`config.mk`:
```
export PLATFORM = sky130hd
export DESIGN_NAME = uart_bus_responder
export DESIGN_NICKNAME = d
export VERILOG_FILES = /design/src/rtl/uart_pkg.sv /design/src/rtl/uart_tx_fifo.sv /design/src/rtl/uart_bus_responder.sv
export SDC_FILE = /design/constraint.sdc
export NUM_CORES = 1
export LEC_CHECK = 0
export CAP_MARGIN = 5
export CORE_AREA = 2 2 163 101
export DETAILED_ROUTE_END_ITERATION = 6
export DIE_AREA = 0 0 165 103
export PLACE_DENSITY = 0.56
export SLEW_MARGIN = 20
export SYNTH_ARGS = -nofsm -noshare
export SYNTH_HDL_FRONTEND = slang
export SYNTH_SLANG_ARGS = --single-unit
```
`constraint.sdc`:
```
create_clock -name clk -period 3.2 [get_ports clk]
set_clock_uncertainty 0.2 [all_clocks]
set_input_delay 0.32 -clock clk [delete_from_list [all_inputs] [get_ports clk]]
set_output_delay 0.32 -clock clk [all_outputs]
set_load 0.02 [all_outputs]
```
`src/rtl/uart_pkg.sv`:
```
// Shared register offsets, STATUS bit positions and FSM state encoding
// for the UART bus responder.
package uart_pkg;

  localparam logic [31:0] OFF_TXD    = 32'h0;
  localparam logic [31:0] OFF_RXD    = 32'h4;
  localparam logic [31:0] OFF_STATUS = 32'h8;

  localparam int unsigned ST_TX_FULL      = 0;
  localparam int unsigned ST_TX_BUSY      = 1;
  localparam int unsigned ST_RX_VALID     = 2;
  localparam int unsigned ST_RX_OVERRUN   = 3;
  localparam int unsigned ST_RX_FRAME_ERR = 4;
  localparam int unsigned ST_TX_DROP      = 5;

  typedef enum logic [1:0] {
    S_IDLE,
    S_START,
    S_DATA,
    S_STOP
  } uart_state_t;

endpackage

```
`src/rtl/uart_tx_fifo.sv`:
```
// 4-entry, 8-bit transmit FIFO. Pushes while full and pops while empty
// are ignored.
module uart_tx_fifo (
  input  logic       clk,
  input  logic       reset,
  input  logic       push,
  input  logic       pop,
  input  logic [7:0] din,
  output logic [7:0] dout,
  output logic       full,
  output logic       empty,
  output logic [2:0] count
);

  logic [7:0] mem [4];
  logic [1:0] wr_ptr;
  logic [1:0] rd_ptr;
  logic       do_push;
  logic       do_pop;

  assign full    = (count == 3'd4);
  assign empty   = (count == 3'd0);
  assign do_push = push && !full;
  assign do_pop  = pop && !empty;
  assign dout    = mem[rd_ptr];

  always_ff @(posedge clk) begin
    if (do_push) mem[wr_ptr] <= din;
  end

  always_ff @(posedge clk) begin
    if (!reset) begin
      wr_ptr <= '0;
      rd_ptr <= '0;
      count  <= '0;
    end else begin
      if (do_push) wr_ptr <= wr_ptr + 2'd1;
      if (do_pop)  rd_ptr <= rd_ptr + 2'd1;
      case ({do_push, do_pop})
        2'b10:   count <= count + 3'd1;
        2'b01:   count <= count - 3'd1;
        default: count <= count;
      endcase
    end
  end

endmodule

```
`src/rtl/uart_bus_responder.sv`:
```
// Memory-mapped UART: TXD/RXD/STATUS registers, 4-deep TX FIFO,
// 8N1 transmitter and receiver sharing one baud divisor.
module uart_bus_responder
  import uart_pkg::*;
#(
  parameter int unsigned CLK_FREQ  = 70000000,
  parameter int unsigned BAUD      = 9600,
  parameter logic [31:0] BASE_ADDR = 32'h4000_0010
) (
  input  logic        clk,
  input  logic        reset,
  input  logic        Read,
  input  logic        Write,
  input  logic [31:0] Address,
  input  logic [31:0] Write_data,
  output logic [31:0] Read_data,
  input  logic        rx,
  output logic        tx
);

  localparam int unsigned DIV = CLK_FREQ / BAUD;
  localparam int unsigned CW  = $clog2(DIV);

  logic txd_wr, rxd_rd, stat_wr;
  logic hit_txd, hit_rxd, hit_stat;

  assign hit_txd  = (Address == BASE_ADDR + OFF_TXD);
  assign hit_rxd  = (Address == BASE_ADDR + OFF_RXD);
  assign hit_stat = (Address == BASE_ADDR + OFF_STATUS);
  assign txd_wr   = Write && hit_txd;
  assign rxd_rd   = Read && hit_rxd;
  assign stat_wr  = Write && hit_stat;

  logic       unused_bits;
  assign unused_bits = ^Write_data[31:8];

  // ---------------- transmit path ----------------
  logic [7:0] fifo_dout;
  logic       fifo_full, fifo_empty, tx_pop;
  logic [2:0] fifo_count;

  uart_tx_fifo u_fifo (
    .clk   (clk),
    .reset (reset),
    .push  (txd_wr),
    .pop   (tx_pop),
    .din   (Write_data[7:0]),
    .dout  (fifo_dout),
    .full  (fifo_full),
    .empty (fifo_empty),
    .count (fifo_count)
  );

  uart_state_t   tx_state;
  logic [CW-1:0] tx_cnt;
  logic [2:0]    tx_bit;
  logic [7:0]    tx_shift;

  // The head entry stays in the FIFO while it is being shifted and is
  // retired one cycle before the stop bit ends; the single IDLE cycle that
  // follows completes the stop bit, so queued frames run with no gap.
  assign tx_pop = (tx_state == S_STOP) && (tx_cnt == CW'(DIV - 2));

  always_ff @(posedge clk) begin
    if (!reset) begin
      tx_state <= S_IDLE;
      tx_cnt   <= '0;
      tx_bit   <= '0;
      tx_shift <= '0;
      tx       <= 1'b1;
    end else begin
      case (tx_state)
        S_IDLE: begin
          tx <= 1'b1;
          if (!fifo_empty) begin
            tx_shift <= fifo_dout;
            tx_cnt   <= '0;
            tx       <= 1'b0;
            tx_state <= S_START;
          end
        end
        S_START: begin
          if (tx_cnt == CW'(DIV - 1)) begin
            tx_cnt   <= '0;
            tx_bit   <= '0;
            tx       <= tx_shift[0];
            tx_state <= S_DATA;
          end else begin
            tx_cnt <= tx_cnt + 1'b1;
          end
        end
        S_DATA: begin
          if (tx_cnt == CW'(DIV - 1)) begin
            tx_cnt <= '0;
            if (tx_bit == 3'd7) begin
              tx       <= 1'b1;
              tx_state <= S_STOP;
            end else begin
              tx_bit   <= tx_bit + 3'd1;
              tx_shift <= tx_shift >> 1;
              tx       <= tx_shift[1];
            end
          end else begin
            tx_cnt <= tx_cnt + 1'b1;
          end
        end
        S_STOP: begin
          if (tx_pop) begin
            tx_cnt   <= '0;
            tx_state <= S_IDLE;
          end else begin
            tx_cnt <= tx_cnt + 1'b1;
          end
        end
        default: tx_state <= S_IDLE;
      endcase
    end
  end

  // ---------------- receive path ----------------
  logic          rx_meta, rx_sync, rx_prev;
  uart_state_t   rx_state;
  logic [CW-1:0] rx_cnt;
  logic [2:0]    rx_bit;
  logic [7:0]    rx_shift;
  logic          rx_hold;
  logic          rx_tick, good_frame, bad_frame;

  always_ff @(posedge clk) begin
    if (!reset) begin
      rx_meta <= 1'b1;
      rx_sync <= 1'b1;
      rx_prev <= 1'b1;
    end else begin
      rx_meta <= rx;
      rx_sync <= rx_meta;
      rx_prev <= rx_sync;
    end
  end

  assign rx_tick    = (rx_cnt == CW'(DIV - 1));
  assign good_frame = (rx_state == S_STOP) && !rx_hold && rx_tick && rx_sync;
  assign bad_frame  = (rx_state == S_STOP) && !rx_hold && rx_tick && !rx_sync;

  always_ff @(posedge clk) begin
    if (!reset) begin
      rx_state <= S_IDLE;
      rx_cnt   <= '0;
      rx_bit   <= '0;
      rx_shift <= '0;
      rx_hold  <= 1'b0;
    end else begin
      case (rx_state)
        S_IDLE: begin
          if (rx_prev && !rx_sync) begin
            rx_cnt   <= '0;
            rx_state <= S_START;
          end
        end
        S_START: begin
          if (rx_cnt == CW'(DIV / 2 - 1)) begin
            rx_cnt   <= '0;
            rx_bit   <= '0;
            rx_state <= rx_sync ? S_IDLE : S_DATA;
          end else begin
            rx_cnt <= rx_cnt + 1'b1;
          end
        end
        S_DATA: begin
          if (rx_tick) begin
            rx_cnt   <= '0;
            rx_shift <= {rx_sync, rx_shift[7:1]};
            if (rx_bit == 3'd7) rx_state <= S_STOP;
            else                rx_bit   <= rx_bit + 3'd1;
          end else begin
            rx_cnt <= rx_cnt + 1'b1;
          end
        end
        S_STOP: begin
          if (rx_hold) begin
            // bad stop bit: stay here until the line is released
            if (rx_sync) begin
              rx_hold  <= 1'b0;
              rx_state <= S_IDLE;
            end
          end else if (rx_tick) begin
            rx_cnt <= '0;
            if (rx_sync) rx_state <= S_IDLE;
            else         rx_hold  <= 1'b1;
          end else begin
            rx_cnt <= rx_cnt + 1'b1;
          end
        end
        default: rx_state <= S_IDLE;
      endcase
    end
  end

  // ---------------- status registers ----------------
  logic [7:0] rx_byte;
  logic       rx_valid, rx_overrun, rx_frame_err, tx_drop;
  logic       tx_busy, tx_full;

  assign tx_busy = !fifo_empty || (tx_state != S_IDLE);
  assign tx_full = (fifo_count == 3'd4);

  always_ff @(posedge clk) begin
    if (!reset) begin
      rx_byte      <= '0;
      rx_valid     <= 1'b0;
      rx_overrun   <= 1'b0;
      rx_frame_err <= 1'b0;
      tx_drop      <= 1'b0;
    end else begin
      if (good_frame && (!rx_valid || rxd_rd)) begin
        rx_byte  <= rx_shift;
        rx_valid <= 1'b1;
      end else if (rxd_rd) begin
        rx_valid <= 1'b0;
      end
      rx_overrun   <= (good_frame && rx_valid && !rxd_rd) ||
                      (rx_overrun && !(stat_wr && Write_data[ST_RX_OVERRUN]));
      rx_frame_err <= bad_frame ||
                      (rx_frame_err && !(stat_wr && Write_data[ST_RX_FRAME_ERR]));
      tx_drop      <= (txd_wr && fifo_full) ||
                      (tx_drop && !(stat_wr && Write_data[ST_TX_DROP]));
    end
  end

  logic [31:0] status_word;
  assign status_word = {26'b0, tx_drop, rx_frame_err, rx_overrun,
                        rx_valid, tx_busy, tx_full};

  always_comb begin
    Read_data = '0;
    if (Read) begin
      if (hit_rxd)       Read_data = {24'h0, rx_byte};
      else if (hit_stat) Read_data = status_word;
    end
  end

endmodule
```
==> impl_table.tex, run 1 <==
\begin{tabular}{lr}
\hline
Metric & Value \\
\hline
\multicolumn{2}{l}{\textbf{Critical path}} \\
\quad Endpoint required time on the critical path & 3.29 ns \\
\quad Worst path arrival time & 3.09 ns \\
\quad Category of the worst setup path launch point & input port \\
\quad Setup slack on the worst flop-to-flop path & 0.26 ns \\
\quad Critical-path maximum fanout & 3 \\
\quad Critical path capture point type & register \\
\quad Type of the setup path with the least slack & in -> reg \\
\multicolumn{2}{l}{\textbf{Route}} \\
\quad First-iteration detailed-routing DRC count & 227 \\
\quad Vias per std cell & around 5 \\
\quad Final routed wirelength across all metal layers & around 11 mm \\
\quad Via count of the routed design & 3,975 \\
\quad Post-detailed-route DRC marker count & 0 \\
\quad Pre-Repair DR Iteration Count & 5 \\
\quad Avg WL per Cell & 13.8 um \\
\quad Remaining antenna violation count after routing & 0 \\
\multicolumn{2}{l}{\textbf{Min path}} \\
\quad Class of the most critical hold timing path & reg -> reg \\
\multicolumn{2}{l}{\textbf{Placed design}} \\
\quad DP Cell Count & 794 \\
\quad Cell Area, Placed & slightly above 6000 um\^{}2 \\
\quad Final RePlAce weighted congestion & 0.811 \\
\quad Count of buffers from port buffering & 53 \\
\quad HPWL Detailed & 8.17 mm \\
\multicolumn{2}{l}{\textbf{STA}} \\
\quad Setup repair after global routing missed its margin & false \\
\quad Highest attainable clock frequency & 0.332 GHz \\
\quad Number of pins with negative max-slew slack in the final report & 0 \\
\quad Hold violation count in the final report & 0 \\
\quad Minimum clock period after layout & 3.01 ns \\
\quad Measured slew at the worst slew-check pin & roughly 0.8 ns \\
\quad Setup violations, final & 0 \\
\quad Final worst path period share & 0.940 \\
\quad Slew headroom & 0.465 \\
\quad Setup Total Neg Slack & 0 ns \\
\quad Final worst hold slack & between 0.2 and 0.25 ns \\
\multicolumn{2}{l}{\textbf{Cells and area}} \\
\quad Area growth from synthesis to layout & 19.7\% \\
\quad Number of inserted diodes & 0 \\
\quad Number of nets in the finished design & just under 700 \\
\quad Most frequent cells in the layout & sky130\_fd\_sc\_hd\_\_dfxtp\_1, sky130\_fd\_sc\_hd\_\_nor2\_1, sky130\_fd\_sc\_hd\_\_clkdlybuf4s50\_1, sky130\_fd\_sc\_hd\_\_edfxtp\_1, sky130\_fd\_sc\_hd\_\_nand2\_1 \\
\quad Post-route insts no fill & between 800 and 900 \\
\quad Most common cell after layout, fill and taps aside & sky130\_fd\_sc\_hd\_\_dfxtp\_1 \\
\quad Fraction of layout instances using a drive strength above 1 & 0.0864 \\
\quad Area of all placed cells without fillers & around 6400 um\^{}2 \\
\multicolumn{2}{l}{\textbf{Clock tree}} \\
\quad Clk root buf & sky130\_fd\_sc\_hd\_\_clkbuf\_16 \\
\quad Clock sink count & 110 \\
\quad TritonCTS buffer count & 9 \\
\quad Number of buffers inserted by hold repair at cts & 0 \\
\quad Clock-pin slew on the worst setup and hold paths & 0.08 ns \\
\quad TritonCTS clock tree & yes \\
\quad Clock Latency Late Sink & 0.35 ns \\
\quad Worst-case clock buffer depth & 2 \\
\quad Htree depth & 3 \\
\multicolumn{2}{l}{\textbf{Power}} \\
\quad Fraction of power consumed by the clock network & 0.369 \\
\quad Reported net switching power & 0.870 mW \\
\quad Final Power & about 3 mW \\
\quad Gate power share & 0.134 \\
\quad VDD IR max & $\sim$0.25 mV \\
\quad Static Leakage & approximately 2.2 nW \\
\quad Sw frac & 0.282 \\
\quad Internal power contribution & roughly 2.2 mW \\
\quad Power density over the cells & a little under 500 nW/um\^{}2 \\
\quad Share of total power in sequential cells & 0.497 \\
\multicolumn{2}{l}{\textbf{Global routing}} \\
\quad Maximum number of pins on one net before global-route repair & 51 \\
\quad First-pass GRT wire length & 17.9 mm \\
\quad Vias in the first global route & 3,527 \\
\quad Number of antenna violations at the first check in global routing & 0 \\
\quad Overall overflow remaining after global route & 0 \\
\quad All-layer global routing usage & 0.133 \\
\multicolumn{2}{l}{\textbf{Run}} \\
\quad Count of max-cap constraint violations & 0 \\
\multicolumn{2}{l}{\textbf{Synthesis}} \\
\quad Cell area after synthesis & 5340 um\^{}2 \\
\quad Number of storage elements in the synthesis netlist & 110 \\
\quad Post-synthesis sequential area ratio & 0.472 \\
\quad EDFF count, synth & 32 \\
\quad Synth warnings & 0 \\
\quad Mean post-synth cell area & 9.85 um\^{}2 \\
\quad Post-Synthesis Cells & 542 \\
\quad Post-synth top flop & sky130\_fd\_sc\_hd\_\_dfxtp\_1 \\
\quad Number of library cell types mapped by synthesis & 54 \\
\quad Synth async-reset ratio & 0 \\
\multicolumn{2}{l}{\textbf{Floorplanning}} \\
\quad Height of the chip & 103 um \\
\quad Die span in x & 165 um \\
\quad I/O pin count & 102 \\
\quad Starting Density & 0.340 \\
\quad \# rows & 36 \\
\quad Total die area & 17,000 um\^{}2 \\
\quad Placeable core area & 15,700 um\^{}2 \\
\multicolumn{2}{l}{\textbf{Outcome}} \\
\quad Outcome & completed \\
\hline
\end{tabular}
[Yosys cell counts, types with 2 or more instances]
library cell / number / area, um^2
sky130_fd_sc_hd__a211oi_1: 13 / 97.6
sky130_fd_sc_hd__a21o_1: 3 / 22.5
sky130_fd_sc_hd__a21oi_1: 26 / 130
sky130_fd_sc_hd__a22o_1: 6 / 52.6
sky130_fd_sc_hd__a22oi_1: 3 / 22.5
sky130_fd_sc_hd__a31oi_1: 6 / 37.5
sky130_fd_sc_hd__and2_1: 4 / 25.0
sky130_fd_sc_hd__and3_1: 9 / 56.3
sky130_fd_sc_hd__and4_1: 2 / 17.5
sky130_fd_sc_hd__buf_2: 5 / 25.0
sky130_fd_sc_hd__buf_4: 24 / 180
sky130_fd_sc_hd__clkbuf_1: 20 / 75.1
sky130_fd_sc_hd__dfxtp_1: 78 / 1560
sky130_fd_sc_hd__edfxtp_1: 32 / 961
sky130_fd_sc_hd__ha_1: 20 / 250
sky130_fd_sc_hd__inv_1: 19 / 71.3
sky130_fd_sc_hd__mux2i_1: 16 / 160
sky130_fd_sc_hd__mux4_2: 8 / 180
sky130_fd_sc_hd__nand2_1: 31 / 116
sky130_fd_sc_hd__nand2b_1: 10 / 62.6
sky130_fd_sc_hd__nand3_1: 22 / 110
sky130_fd_sc_hd__nand3b_1: 10 / 75.1
sky130_fd_sc_hd__nand4_1: 13 / 81.3
sky130_fd_sc_hd__nand4bb_1: 3 / 33.8
sky130_fd_sc_hd__nor2_1: 60 / 225
sky130_fd_sc_hd__nor3_1: 14 / 70.1
sky130_fd_sc_hd__nor4_1: 9 / 56.3
sky130_fd_sc_hd__nor4b_1: 4 / 35.0
sky130_fd_sc_hd__o21ai_0: 10 / 50.1
sky130_fd_sc_hd__o21ai_1: 8 / 40.0
sky130_fd_sc_hd__o21ai_2: 2 / 17.5
sky130_fd_sc_hd__o22ai_1: 2 / 12.5
sky130_fd_sc_hd__o31a_1: 2 / 17.5
sky130_fd_sc_hd__o31ai_1: 2 / 15.0
sky130_fd_sc_hd__or2_2: 2 / 12.5
sky130_fd_sc_hd__or3_1: 3 / 18.8
sky130_fd_sc_hd__or4_1: 2 / 15.0
sky130_fd_sc_hd__xnor2_1: 15 / 131
sky130_fd_sc_hd__xor2_1: 9 / 78.8
[stage by stage]
stage	utilization	worst slack, ns
2_1_floorplan	-	0.528
3_3_place_gp	0.385	-0.0583
3_5_place_dp	0.385	-0.103
4_1_cts	0.406	0.0110
5_1_grt	0.407	0.00480
6_report	0.407	0.191
[power by group through the flow]
stage	combinational, mW	clock, mW	sequential [mW]
after CTS	0.411	1.16	1.53
after floorplan	0.305	0	1.55
after global routing	0.462	1.21	1.54
after detailed placement	0.408	0	1.57
final	0.413	1.14	1.53
after global placement	0.397	0	1.56
[path summary, 6_finish.rpt]
path | startpoint | endpoint | depth (start not counted)
max | Address[18] | u_fifo.count[2] | 13
max reg2reg | tx_cnt[0] | u_fifo.count[2] | 10
min | rx_meta | rx_sync | 1
min reg2reg | rx_meta | rx_sync | 1
[worst max-delay path, cell delays in order]
cell,delay (ns)
sky130_fd_sc_hd__clkdlybuf4s50_1,0.43
sky130_fd_sc_hd__nor4_2,0.30
sky130_fd_sc_hd__nand4_1,0.18
sky130_fd_sc_hd__buf_4,0.19
sky130_fd_sc_hd__or4_1,0.50
sky130_fd_sc_hd__nor3_1,0.16
sky130_fd_sc_hd__inv_1,0.06
sky130_fd_sc_hd__ha_1,0.19
sky130_fd_sc_hd__inv_1,0.07
sky130_fd_sc_hd__fa_1,0.17
sky130_fd_sc_hd__xor2_1,0.07
sky130_fd_sc_hd__or3_1,0.30
sky130_fd_sc_hd__a21oi_1,0.13
[layer usage]
layer / global-route usage / part of all wire
met1: 0.200 / 0.54
met2: 0.191 / 0.42
met3: 0.0330 / 0.036
met4: 0.0274 / 0.0065
met5: 0 / 0
[state kept, by name (all words and copies together), names as in the netlist, 3 cells and up, named ones only]
register,count
tx_bit,3
tx_cnt,13
u_fifo.mem,32
rx_cnt,13
u_fifo.count,3
rx_bit,3
tx_shift,8
rx_byte,8
rx_shift,8
[area by class of cell]
class                   count  area, um^2
fillers                  1524        9330
inverters                  20        75.1
flip-flops and latches    110        2520
well taps                 209         262
repair buffers             70         663
clock buffers               9         225
clock inverters             7        85.1
multi-input cells         386        2560
[cells by family (layout without fill, tap and decap cells)]
kind of cell    after synthesis  in the layout  synth area share
other cells                   1             24          0.000702
simple gates                204            204             0.200
mux                          24             24            0.0637
fa+ha+maj                    21             21            0.0506
flops                       110            110             0.472
buf+inv                      69            106            0.0665
compound gates               89             89             0.107
xor+xnor                     24             24            0.0394
[what timing repair did]
item	in CTS	in global routing
endpoints found under the setup margin	8	6
gates resized for setup	5	5
setup buffers	1	0
pin swaps	1	0
Note: power is estimated with default switching activity, not from simulation.
==> run 2, diff against run 1 <==
==> constraint.sdc (replaced) <==
create_clock -name clk -period 3.2 [get_ports clk]
set_clock_uncertainty 0.2 [all_clocks]
set_input_delay 0.32 -clock clk [delete_from_list [all_inputs] [get_ports clk]]
set_output_delay 0.32 -clock clk [all_outputs]
set_load 0.05 [all_outputs]
==> impl_table.tex, run 2 (synthesis results as in run 1) <==
\begin{tabular}{lr}
\hline
Metric & Value \\
\hline
\multicolumn{2}{l}{\textbf{Global routing}} \\
\quad Number of antenna violations at the first check in global routing & 0 (unchanged) \\
\quad Vias in the first global route & 3,685 (+4.5\%) \\
\quad First-pass GRT wire length & 18.1 mm (+1.6\%) \\
\quad Met2 global-route usage & 0.202 (+0.0106) \\
\quad Overall overflow remaining after global route & 0 (unchanged) \\
\quad Maximum number of pins on one net before global-route repair & 51 (unchanged) \\
\quad Global-route layer with the greatest usage & met2 \\
\quad Global routing met3 resource utilization & 0.0330 (unchanged) \\
\quad Met1 Use GR & 0.197 (-0.00323) \\
\quad All-layer global routing usage & 0.135 (+0.00253) \\
\multicolumn{2}{l}{\textbf{Critical path}} \\
\quad Type of the setup path with the least slack & in -> out \\
\quad Critical path's slowest cell & sky130\_fd\_sc\_hd\_\_clkdlybuf4s50\_1 \\
\quad Buf/Inv on CP & 4 (unchanged) \\
\quad Critical-path maximum fanout & 6 (+3) \\
\quad Chain of cells forming the critical path & clkdlybuf4s50\_1, nor4b\_1, nand4\_1, buf\_4, or2\_2, nor3\_1, buf\_4, a22o\_1, buf\_12 \\
\quad Category of the worst setup path launch point & input port \\
\quad Worst path arrival time & 2.40 ns (-0.69 ns) \\
\quad Most frequent cell on the critical path & sky130\_fd\_sc\_hd\_\_buf\_4 \\
\quad Critical path capture point type & primary output \\
\quad Dominant delay contributor by cell family on the critical path & simple AND/OR/NAND/NOR gates \\
\quad Endpoint required time on the critical path & 2.68 ns (-0.61 ns) \\
\quad Delay of the slowest cell on the worst path & 0.41 ns (-0.09 ns) \\
\multicolumn{2}{l}{\textbf{STA}} \\
\quad Slew headroom & 0.454 (-0.0111) \\
\quad Final worst hold slack & 0.215 ns (-0.00798 ns) \\
\quad Hold violation count in the final report & 0 (unchanged) \\
\quad Setup repair after global routing missed its margin & false \\
\quad Highest attainable clock frequency & 0.342 GHz (+3.0\%) \\
\quad Minimum clock period after layout & 2.92 ns (-0.0874 ns) \\
\quad Number of pins with negative max-slew slack in the final report & 0 (unchanged) \\
\quad Measured slew at the worst slew-check pin & 0.811 ns (+0.0166 ns) \\
\quad Setup violations, final & 0 (unchanged) \\
\quad Final worst path period share & 0.913 (-0.0273) \\
\multicolumn{2}{l}{\textbf{Route}} \\
\quad Final routed wirelength across all metal layers & 11.1 mm (-1.0\%) \\
\quad Via count of the routed design & 3,980 (+0.13\%) \\
\quad Pre-Repair DR Iteration Count & 4 (-1) \\
\quad First-iteration detailed-routing DRC count & 206 (-9.3\%) \\
\quad Vias per std cell & 4.94 (+0.75\%) \\
\quad Post-detailed-route DRC marker count & 0 (unchanged) \\
\quad Avg WL per Cell & 13.8 um (-0.40\%) \\
\quad Remaining antenna violation count after routing & 0 (unchanged) \\
\multicolumn{2}{l}{\textbf{Placed design}} \\
\quad HPWL Detailed & 8.23 mm (+0.74\%) \\
\quad Cell Area, Placed & 6110 um\^{}2 (+0.83\%) \\
\quad Count of buffers from port buffering & 53 (unchanged) \\
\quad Final RePlAce weighted congestion & 0.828 (+2.1\%) \\
\multicolumn{2}{l}{\textbf{Floorplanning}} \\
\quad \# rows & 36 (unchanged) \\
\quad Die span in x & 165 um (unchanged) \\
\quad Height of the chip & 103 um (unchanged) \\
\quad I/O pin count & 102 (unchanged) \\
\quad Starting Density & 0.340 (unchanged) \\
\quad Total die area & 17,000 um\^{}2 (unchanged) \\
\quad Placeable core area & 15,700 um\^{}2 (unchanged) \\
\multicolumn{2}{l}{\textbf{Cells and area}} \\
\quad Most common cell after layout, fill and taps aside & sky130\_fd\_sc\_hd\_\_dfxtp\_1 \\
\quad Largest registers & u\_fifo.mem: 32 flops, rx\_cnt: 13 flops, tx\_cnt: 13 flops \\
\quad Max reg flops & 32 (unchanged) \\
\quad Most frequent cells in the layout & sky130\_fd\_sc\_hd\_\_dfxtp\_1, sky130\_fd\_sc\_hd\_\_nor2\_1, sky130\_fd\_sc\_hd\_\_clkdlybuf4s50\_1, sky130\_fd\_sc\_hd\_\_edfxtp\_1, sky130\_fd\_sc\_hd\_\_nand2\_1 \\
\quad Share of the core filled with cells & 0.408 (+0.00175) \\
\quad Area growth from synthesis to layout & 20.2\% \\
\quad Number of inserted filler cells in the final layout & 1,519 (-0.33\%) \\
\quad Area of all placed cells without fillers & 6420 um\^{}2 (+0.43\%) \\
\quad Number of inserted diodes & 0 (unchanged) \\
\quad Register name with the most flops & u\_fifo.mem \\
\quad Number of nets in the finished design & 682 (-0.73\%) \\
\quad Fraction of layout instances using a drive strength above 1 & 0.0888 (+0.00240) \\
\multicolumn{2}{l}{\textbf{Clock tree}} \\
\quad Number of buffers inserted by hold repair at cts & 0 (unchanged) \\
\quad Htree depth & 3 (unchanged) \\
\quad Clock-pin slew on the worst setup and hold paths & 0.07 ns (about the same) \\
\quad Setup fix buffers added after clock tree synthesis & 0 (-1) \\
\quad Clock Latency Late Sink & 0.35 ns (about the same) \\
\quad TritonCTS buffer count & 9 (unchanged) \\
\quad Clock sink count & 110 (unchanged) \\
\quad Worst-case clock buffer depth & 2 (unchanged) \\
\quad Clk root buf & sky130\_fd\_sc\_hd\_\_clkbuf\_16 \\
\quad TritonCTS clock tree & yes \\
\quad CTS-repair resized insts & 0 (-5) \\
\multicolumn{2}{l}{\textbf{Power}} \\
\quad Share of total power in sequential cells & 0.492 (-0.005) \\
\quad Sw frac & 0.291 (+0.00857) \\
\quad Fraction of power consumed by the clock network & 0.363 (-0.006) \\
\quad VDD IR max & 0.231 mV (-9.2\%) \\
\quad Power density over the cells & 485 nW/um\^{}2 (+0.66\%) \\
\quad Internal power contribution & 2.21 mW (-0.11\%) \\
\quad Reported net switching power & 0.906 mW (+4.2\%) \\
\quad Static Leakage & 2.11 nW (-3.8\%) \\
\quad Gate power share & 0.145 (+0.011) \\
\multicolumn{2}{l}{\textbf{Min path}} \\
\quad Class of the most critical hold timing path & reg -> reg \\
\multicolumn{2}{l}{\textbf{Outcome}} \\
\quad Outcome & completed \\
\multicolumn{2}{l}{\textbf{Run}} \\
\quad Count of max-cap constraint violations & 0 (unchanged) \\
\hline
\end{tabular}
run 2: cell count changes in the layout (fill, tap and decap cells not counted), sizes merged:
cell	delta
buf	+3
dlygate4sd2	-4
dlymetal6s2s	-4
run 2: layer usage:
metal | wire length, um | vias to the layer above
met4 | 85 | 0
met3 | 368 | 8
met2 | 4850 | 66
met5 | 0 | -
met1 | 5780 | 1901
li1 | - | 2005
run 2: stage by stage:
stage | power (mW) | setup TNS [ns] | instances | worst slack [ns]
detailed placement | 2.01 | -0.0146 | 790 | -0.0146
finish | 3.12 | 0 | 806 | 0.279
floorplan | 1.90 | 0 | 565 | 0.528
global route | 3.26 | 0 | 806 | 0.101
global placement | 2.00 | 0 | 790 | 0.0286
CTS | 3.15 | 0 | 806 | 0.271
run 2: final cells by class:
cell class | instances | area [um^2] | area share
flip-flops and latches | 110 | 2520 | 0.393
inverters | 20 | 75.1 | 0.0117
repair buffers | 65 | 701 | 0.109
clock buffers | 9 | 225 | 0.0351
clock inverters | 7 | 87.6 | 0.0136
well taps | 209 | 262 | 0.0407
multi-input cells | 386 | 2550 | 0.397
run 2: final timing paths:
path / startpoint / to / slack, ns / cells past startpoint
hold / removal: rx_meta / rx_sync / 0.21 / 1
hold reg to reg: rx_meta / rx_sync / 0.21 / 1
setup reg to reg: tx_cnt[0] / u_fifo.count[2] / 0.29 / 10
setup / recovery: Address[25] / Read_data[1] / 0.28 / 9
run 2: worst register-to-register path, cell delays in order (launching register included):
cell and delay (ns):
sky130_fd_sc_hd__dfxtp_1 0.45, sky130_fd_sc_hd__ha_1 0.18, sky130_fd_sc_hd__nor4b_1 0.35, sky130_fd_sc_hd__nand3_1 0.15, sky130_fd_sc_hd__nor2_1 0.25, sky130_fd_sc_hd__ha_1 0.22, sky130_fd_sc_hd__inv_1 0.06, sky130_fd_sc_hd__fa_1 0.37
sky130_fd_sc_hd__xor2_1 0.16, sky130_fd_sc_hd__or3_1 0.30, sky130_fd_sc_hd__a21oi_1 0.14
run 2: power groups by stage:
| stage | combinational [mW] | clock (mW) | sequential [mW] |
|---|---|---|---|
| floorplan | 0.342 | 0 | 1.56 |
| global placement | 0.437 | 0 | 1.56 |
| detailed placement | 0.449 | 0 | 1.57 |
| CTS | 0.452 | 1.16 | 1.53 |
| global route | 0.504 | 1.21 | 1.54 |
| finish | 0.450 | 1.13 | 1.53 |
==> run 3, diff against run 2 <==
--- a/config.mk
+++ b/config.mk
@@ -5,11 +5,12 @@
 export SDC_FILE = /design/constraint.sdc
 export NUM_CORES = 1
 export LEC_CHECK = 0
+export ABC_AREA = 1
 export CAP_MARGIN = 5
-export CORE_AREA = 2 2 163 101
+export CORE_AREA = 2 2 171 106
 export DETAILED_ROUTE_END_ITERATION = 6
-export DIE_AREA = 0 0 165 103
-export PLACE_DENSITY = 0.56
+export DIE_AREA = 0 0 173 108
+export PLACE_DENSITY = 0.55
 export SLEW_MARGIN = 20
 export SYNTH_ARGS = -nofsm -noshare
 export SYNTH_HDL_FRONTEND = slang
==> constraint.sdc (replaced) <==
create_clock -name clk -period 3.19 [get_ports clk]
set_clock_uncertainty 0.2 [all_clocks]
set_input_delay 0.319 -clock clk [delete_from_list [all_inputs] [get_ports clk]]
set_output_delay 0.319 -clock clk [all_outputs]
set_load 0.05 [all_outputs]
==> impl_table.tex, run 3 <==
\begin{tabular}{lr}
\hline
Metric & Value \\
\hline
\multicolumn{2}{l}{\textbf{STA}} \\
\quad Measured slew at the worst slew-check pin & 0.693 ns (-0.118 ns) \\
\quad Hold violation count in the final report & 0 (unchanged) \\
\quad Slew headroom & 0.537 (+0.0825) \\
\quad Highest attainable clock frequency & 0.364 GHz \\
\quad Setup repair after global routing missed its margin & false \\
\quad Final worst hold slack & 0.218 ns (+0.00273 ns) \\
\quad Setup Total Neg Slack & 0 ns (unchanged) \\
\quad Minimum clock period after layout & approximately 2.7 ns \\
\quad Final worst path period share & 0.861 \\
\quad Setup violations, final & 0 (unchanged) \\
\quad Number of pins with negative max-slew slack in the final report & 0 (unchanged) \\
\multicolumn{2}{l}{\textbf{Global routing}} \\
\quad Maximum number of pins on one net before global-route repair & 45 (-12\%) \\
\quad Vias in the first global route & 4,358 (+18\%) \\
\quad First-pass GRT wire length & 21.6 mm (+19\%) \\
\quad Overall overflow remaining after global route & 0 (unchanged) \\
\quad Number of antenna violations at the first check in global routing & 0 (unchanged) \\
\quad All-layer global routing usage & 0.142 (+0.00706) \\
\multicolumn{2}{l}{\textbf{Critical path}} \\
\quad Worst path arrival time & 2.23 ns (-0.17 ns) \\
\quad Critical path origin & Address[11] \\
\quad Critical path capture point type & primary output \\
\quad Type of the setup path with the least slack & in -> out \\
\quad Worst-case reg-to-reg path depth & 13 (+3) \\
\quad Setup slack on the worst flop-to-flop path & 0.63 ns (+0.34 ns) \\
\quad Chain of cells forming the critical path & clkdlybuf4s50\_1, nor2\_1, nand2\_1, nor2\_1, nand2\_1, nor2\_1, nand2\_1, inv\_1, nand2\_1, nand2\_1, buf\_12 \\
\quad Most frequent cell on the critical path & sky130\_fd\_sc\_hd\_\_nand2\_1 \\
\quad Critical path's slowest cell & sky130\_fd\_sc\_hd\_\_clkdlybuf4s50\_1 \\
\quad Worst setup endpoint & Read\_data[4] \\
\quad Category of the worst setup path launch point & input port \\
\quad Worst reg2reg endpoint & u\_fifo.count[2] \\
\quad Delay of the slowest cell on the worst path & 0.40 ns (about the same) \\
\quad Endpoint required time on the critical path & 2.67 ns (about the same) \\
\quad Critical-path maximum fanout & 6 (unchanged) \\
\quad Launching point of the worst reg2reg path & tx\_cnt[1] \\
\multicolumn{2}{l}{\textbf{Synthesis}} \\
\quad Count leader, synth & sky130\_fd\_sc\_hd\_\_nand2\_1 \\
\quad Largest cells by area after synthesis & sky130\_fd\_sc\_hd\_\_dfxtp\_1, sky130\_fd\_sc\_hd\_\_edfxtp\_1, sky130\_fd\_sc\_hd\_\_nand2\_1 \\
\quad Post-Synthesis Cells & 811 (+50\%) \\
\quad EDFF count, synth & 32 (unchanged) \\
\quad Post-synthesis sequential area ratio & 0.430 (-0.0423) \\
\quad Synth async-reset ratio & 0 (unchanged) \\
\quad Commonest cells in the synthesized netlist & sky130\_fd\_sc\_hd\_\_nand2\_1, sky130\_fd\_sc\_hd\_\_nor2\_1, sky130\_fd\_sc\_hd\_\_inv\_1, sky130\_fd\_sc\_hd\_\_dfxtp\_1, sky130\_fd\_sc\_hd\_\_nand3\_1 \\
\quad Mean post-synth cell area & 7.23 um\^{}2 (-27\%) \\
\quad Number of storage elements in the synthesis netlist & 110 (unchanged) \\
\quad Post-synth top flop & sky130\_fd\_sc\_hd\_\_dfxtp\_1 \\
\quad Cell area after synthesis & 5870 um\^{}2 (+9.8\%) \\
\quad Number of library cell types mapped by synthesis & 38 (-30\%) \\
\quad Yosys top cell by area & sky130\_fd\_sc\_hd\_\_dfxtp\_1 \\
\quad Synth warnings & 0 (unchanged) \\
\quad Top-area cell type share of the netlist area & 0.266 (-0.0262) \\
\multicolumn{2}{l}{\textbf{Floorplanning}} \\
\quad Placeable core area & 16,900 um\^{}2 (+7.8\%) \\
\quad Die span in x & 173 um (+4.8\%) \\
\quad Total die area & 18,700 um\^{}2 (+9.9\%) \\
\quad I/O pin count & 102 (unchanged) \\
\quad Starting Density & 0.346 (+0.00648) \\
\quad Height of the chip & 108 um (+4.9\%) \\
\quad \# rows & 37 (+2.8\%) \\
\multicolumn{2}{l}{\textbf{Power}} \\
\quad Power density over the cells & 507 nW/um\^{}2 (+4.5\%) \\
\quad Gate power share & 0.243 (+0.098) \\
\quad Share of total power in sequential cells & 0.441 (-0.051) \\
\quad VDD IR max & 0.282 mV (+22\%) \\
\quad Reported net switching power & 1.19 mW (+31\%) \\
\quad Internal power contribution & 2.34 mW (+5.7\%) \\
\quad Sw frac & 0.337 (+0.0466) \\
\quad Fraction of power consumed by the clock network & 0.316 (-0.047) \\
\quad Static Leakage & 2.73 nW (+30\%) \\
\multicolumn{2}{l}{\textbf{Placed design}} \\
\quad Final RePlAce weighted congestion & 0.803 (-3.0\%) \\
\quad Count of buffers from port buffering & 53 (unchanged) \\
\quad HPWL Detailed & 9.58 mm (+16\%) \\
\multicolumn{2}{l}{\textbf{Cells and area}} \\
\quad Largest registers & u\_fifo.mem: 32 flops, rx\_cnt: 13 flops, tx\_cnt: 13 flops \\
\quad Most common cell after layout, fill and taps aside & sky130\_fd\_sc\_hd\_\_nand2\_1 \\
\quad Register name with the most flops & u\_fifo.mem \\
\quad Fraction of layout instances using a drive strength above 1 & 0.0689 (-0.0199) \\
\quad Max reg flops & 32 (unchanged) \\
\quad Number of inserted diodes & 0 (unchanged) \\
\quad Most frequent cells in the layout & sky130\_fd\_sc\_hd\_\_nand2\_1, sky130\_fd\_sc\_hd\_\_nor2\_1, sky130\_fd\_sc\_hd\_\_inv\_1, sky130\_fd\_sc\_hd\_\_dfxtp\_1, sky130\_fd\_sc\_hd\_\_nand3\_1 \\
\quad Share of the core filled with cells & 0.410 (+0.00196) \\
\quad Area growth from synthesis to layout & 18.6\% \\
\quad Number of nets in the finished design & 956 (+40\%) \\
\multicolumn{2}{l}{\textbf{Run}} \\
\quad Count of max-cap constraint violations & 0 (unchanged) \\
\multicolumn{2}{l}{\textbf{Route}} \\
\quad Via count of the routed design & 4,800 (+21\%) \\
\quad Pre-Repair DR Iteration Count & 5 (+1) \\
\quad Vias per std cell & 4.34 (-12\%) \\
\quad First-iteration detailed-routing DRC count & 299 (+45\%) \\
\quad Final routed wirelength across all metal layers & 12.7 mm (+15\%) \\
\quad Avg WL per Cell & 11.5 um (-16\%) \\
\quad Post-detailed-route DRC marker count & 0 (unchanged) \\
\quad Remaining antenna violation count after routing & 0 (unchanged) \\
\multicolumn{2}{l}{\textbf{Clock tree}} \\
\quad Worst-case clock buffer depth & 2 (unchanged) \\
\quad Clock sink count & 110 (unchanged) \\
\quad Number of buffers inserted by hold repair at cts & 0 (unchanged) \\
\quad Htree depth & 3 (unchanged) \\
\quad TritonCTS buffer count & 9 (unchanged) \\
\quad Setup fix buffers added after clock tree synthesis & 0 (unchanged) \\
\quad CTS-repair resized insts & 0 (unchanged) \\
\quad TritonCTS clock tree & yes \\
\quad Clock-pin slew on the worst setup and hold paths & 0.08 ns (about the same) \\
\quad Clock Latency Late Sink & 0.35 ns (about the same) \\
\quad Clk root buf & sky130\_fd\_sc\_hd\_\_clkbuf\_16 \\
\multicolumn{2}{l}{\textbf{Min path}} \\
\quad Class of the most critical hold timing path & reg -> reg \\
\multicolumn{2}{l}{\textbf{Outcome}} \\
\quad Outcome & completed \\
\hline
\end{tabular}
-- run 3: changes by cell type after synthesis, sizes merged, moves of 15 or more --
cell	before	now
nand2	31	173
a21oi	26	41
nand3	22	68
mux2i	16	0
o21ai	20	58
nor2	61	162
inv	19	98
-- run 3: routing by layer --
layer / vias up / global-route usage / wire [um]
met2: 77 / 0.197 / 4570
met1: 2057 / 0.222 / 7480
met5: - / 0 / 0
met3: 7 / 0.0316 / 571
li1: 2659 / - / -
met4: 0 / 0.0309 / 97
-- run 3: through the flow --
| step | setup WS [ns] | cell area, um^2 | power (mW) | cells |
|---|---|---|---|---|
| CTS | 0.453 | 6950 | 3.56 | 1105 |
| detailed placement | 0.291 | 6660 | 2.44 | 1089 |
| global placement | 0.334 | 6660 | 2.44 | 1089 |
| finish | 0.443 | 6950 | 3.52 | 1105 |
| floorplan | 0.888 | 5950 | 2.26 | 834 |
| global route | 0.177 | 6950 | 3.74 | 1105 |
-- run 3: cell type report --
class | count | area, um^2
fillers | 1753 | 9990
multi-input cells | 585 | 2800
flip-flops and latches | 110 | 2520
repair buffers | 62 | 678
inverters | 98 | 368
well taps | 234 | 293
clock buffers | 9 | 225
clock inverters | 7 | 72.6
-- run 3: how the worst min path moves through the flow --
stage	start	endpoint	slack [ns]	cells past startpoint
after CTS	rx_meta	rx_sync	0.22	1
after floorplan	rx_meta	rx_sync	0.19	1
after detailed placement	rx_meta	rx_sync	0.20	1
final	rx_meta	rx_sync	0.22	1
after global placement	rx_meta	rx_sync	0.21	1
after global routing	rx_meta	rx_sync	0.23	1
-- run 3: critical path: cells and delay by family --
kind | cells | cell delay, ns
buffers and inverters | 3 | 0.78
and+or+nand+nor | 8 | 1.13
-- run 3: logic make-up after synthesis --
family                     Yosys count  synth area share
xor gates and xnor gates             5           0.00747
and+or+nand+nor                    430             0.313
AOI/OAI and AO/OA                  105            0.0949
adders and majority gates           21            0.0461
other                                1          0.000639
DFF                                110             0.430
buffers and inverters              139             0.108
-- run 3: power by group through the flow --
| stage | clock [mW] | combinational (mW) | sequential [mW] |
|---|---|---|---|
| after floorplan | 0 | 0.673 | 1.59 |
| after global placement | 0 | 0.853 | 1.58 |
| after detailed placement | 0 | 0.851 | 1.59 |
| after CTS | 1.15 | 0.855 | 1.55 |
| after global routing | 1.20 | 0.980 | 1.56 |
| final | 1.12 | 0.857 | 1.55 |
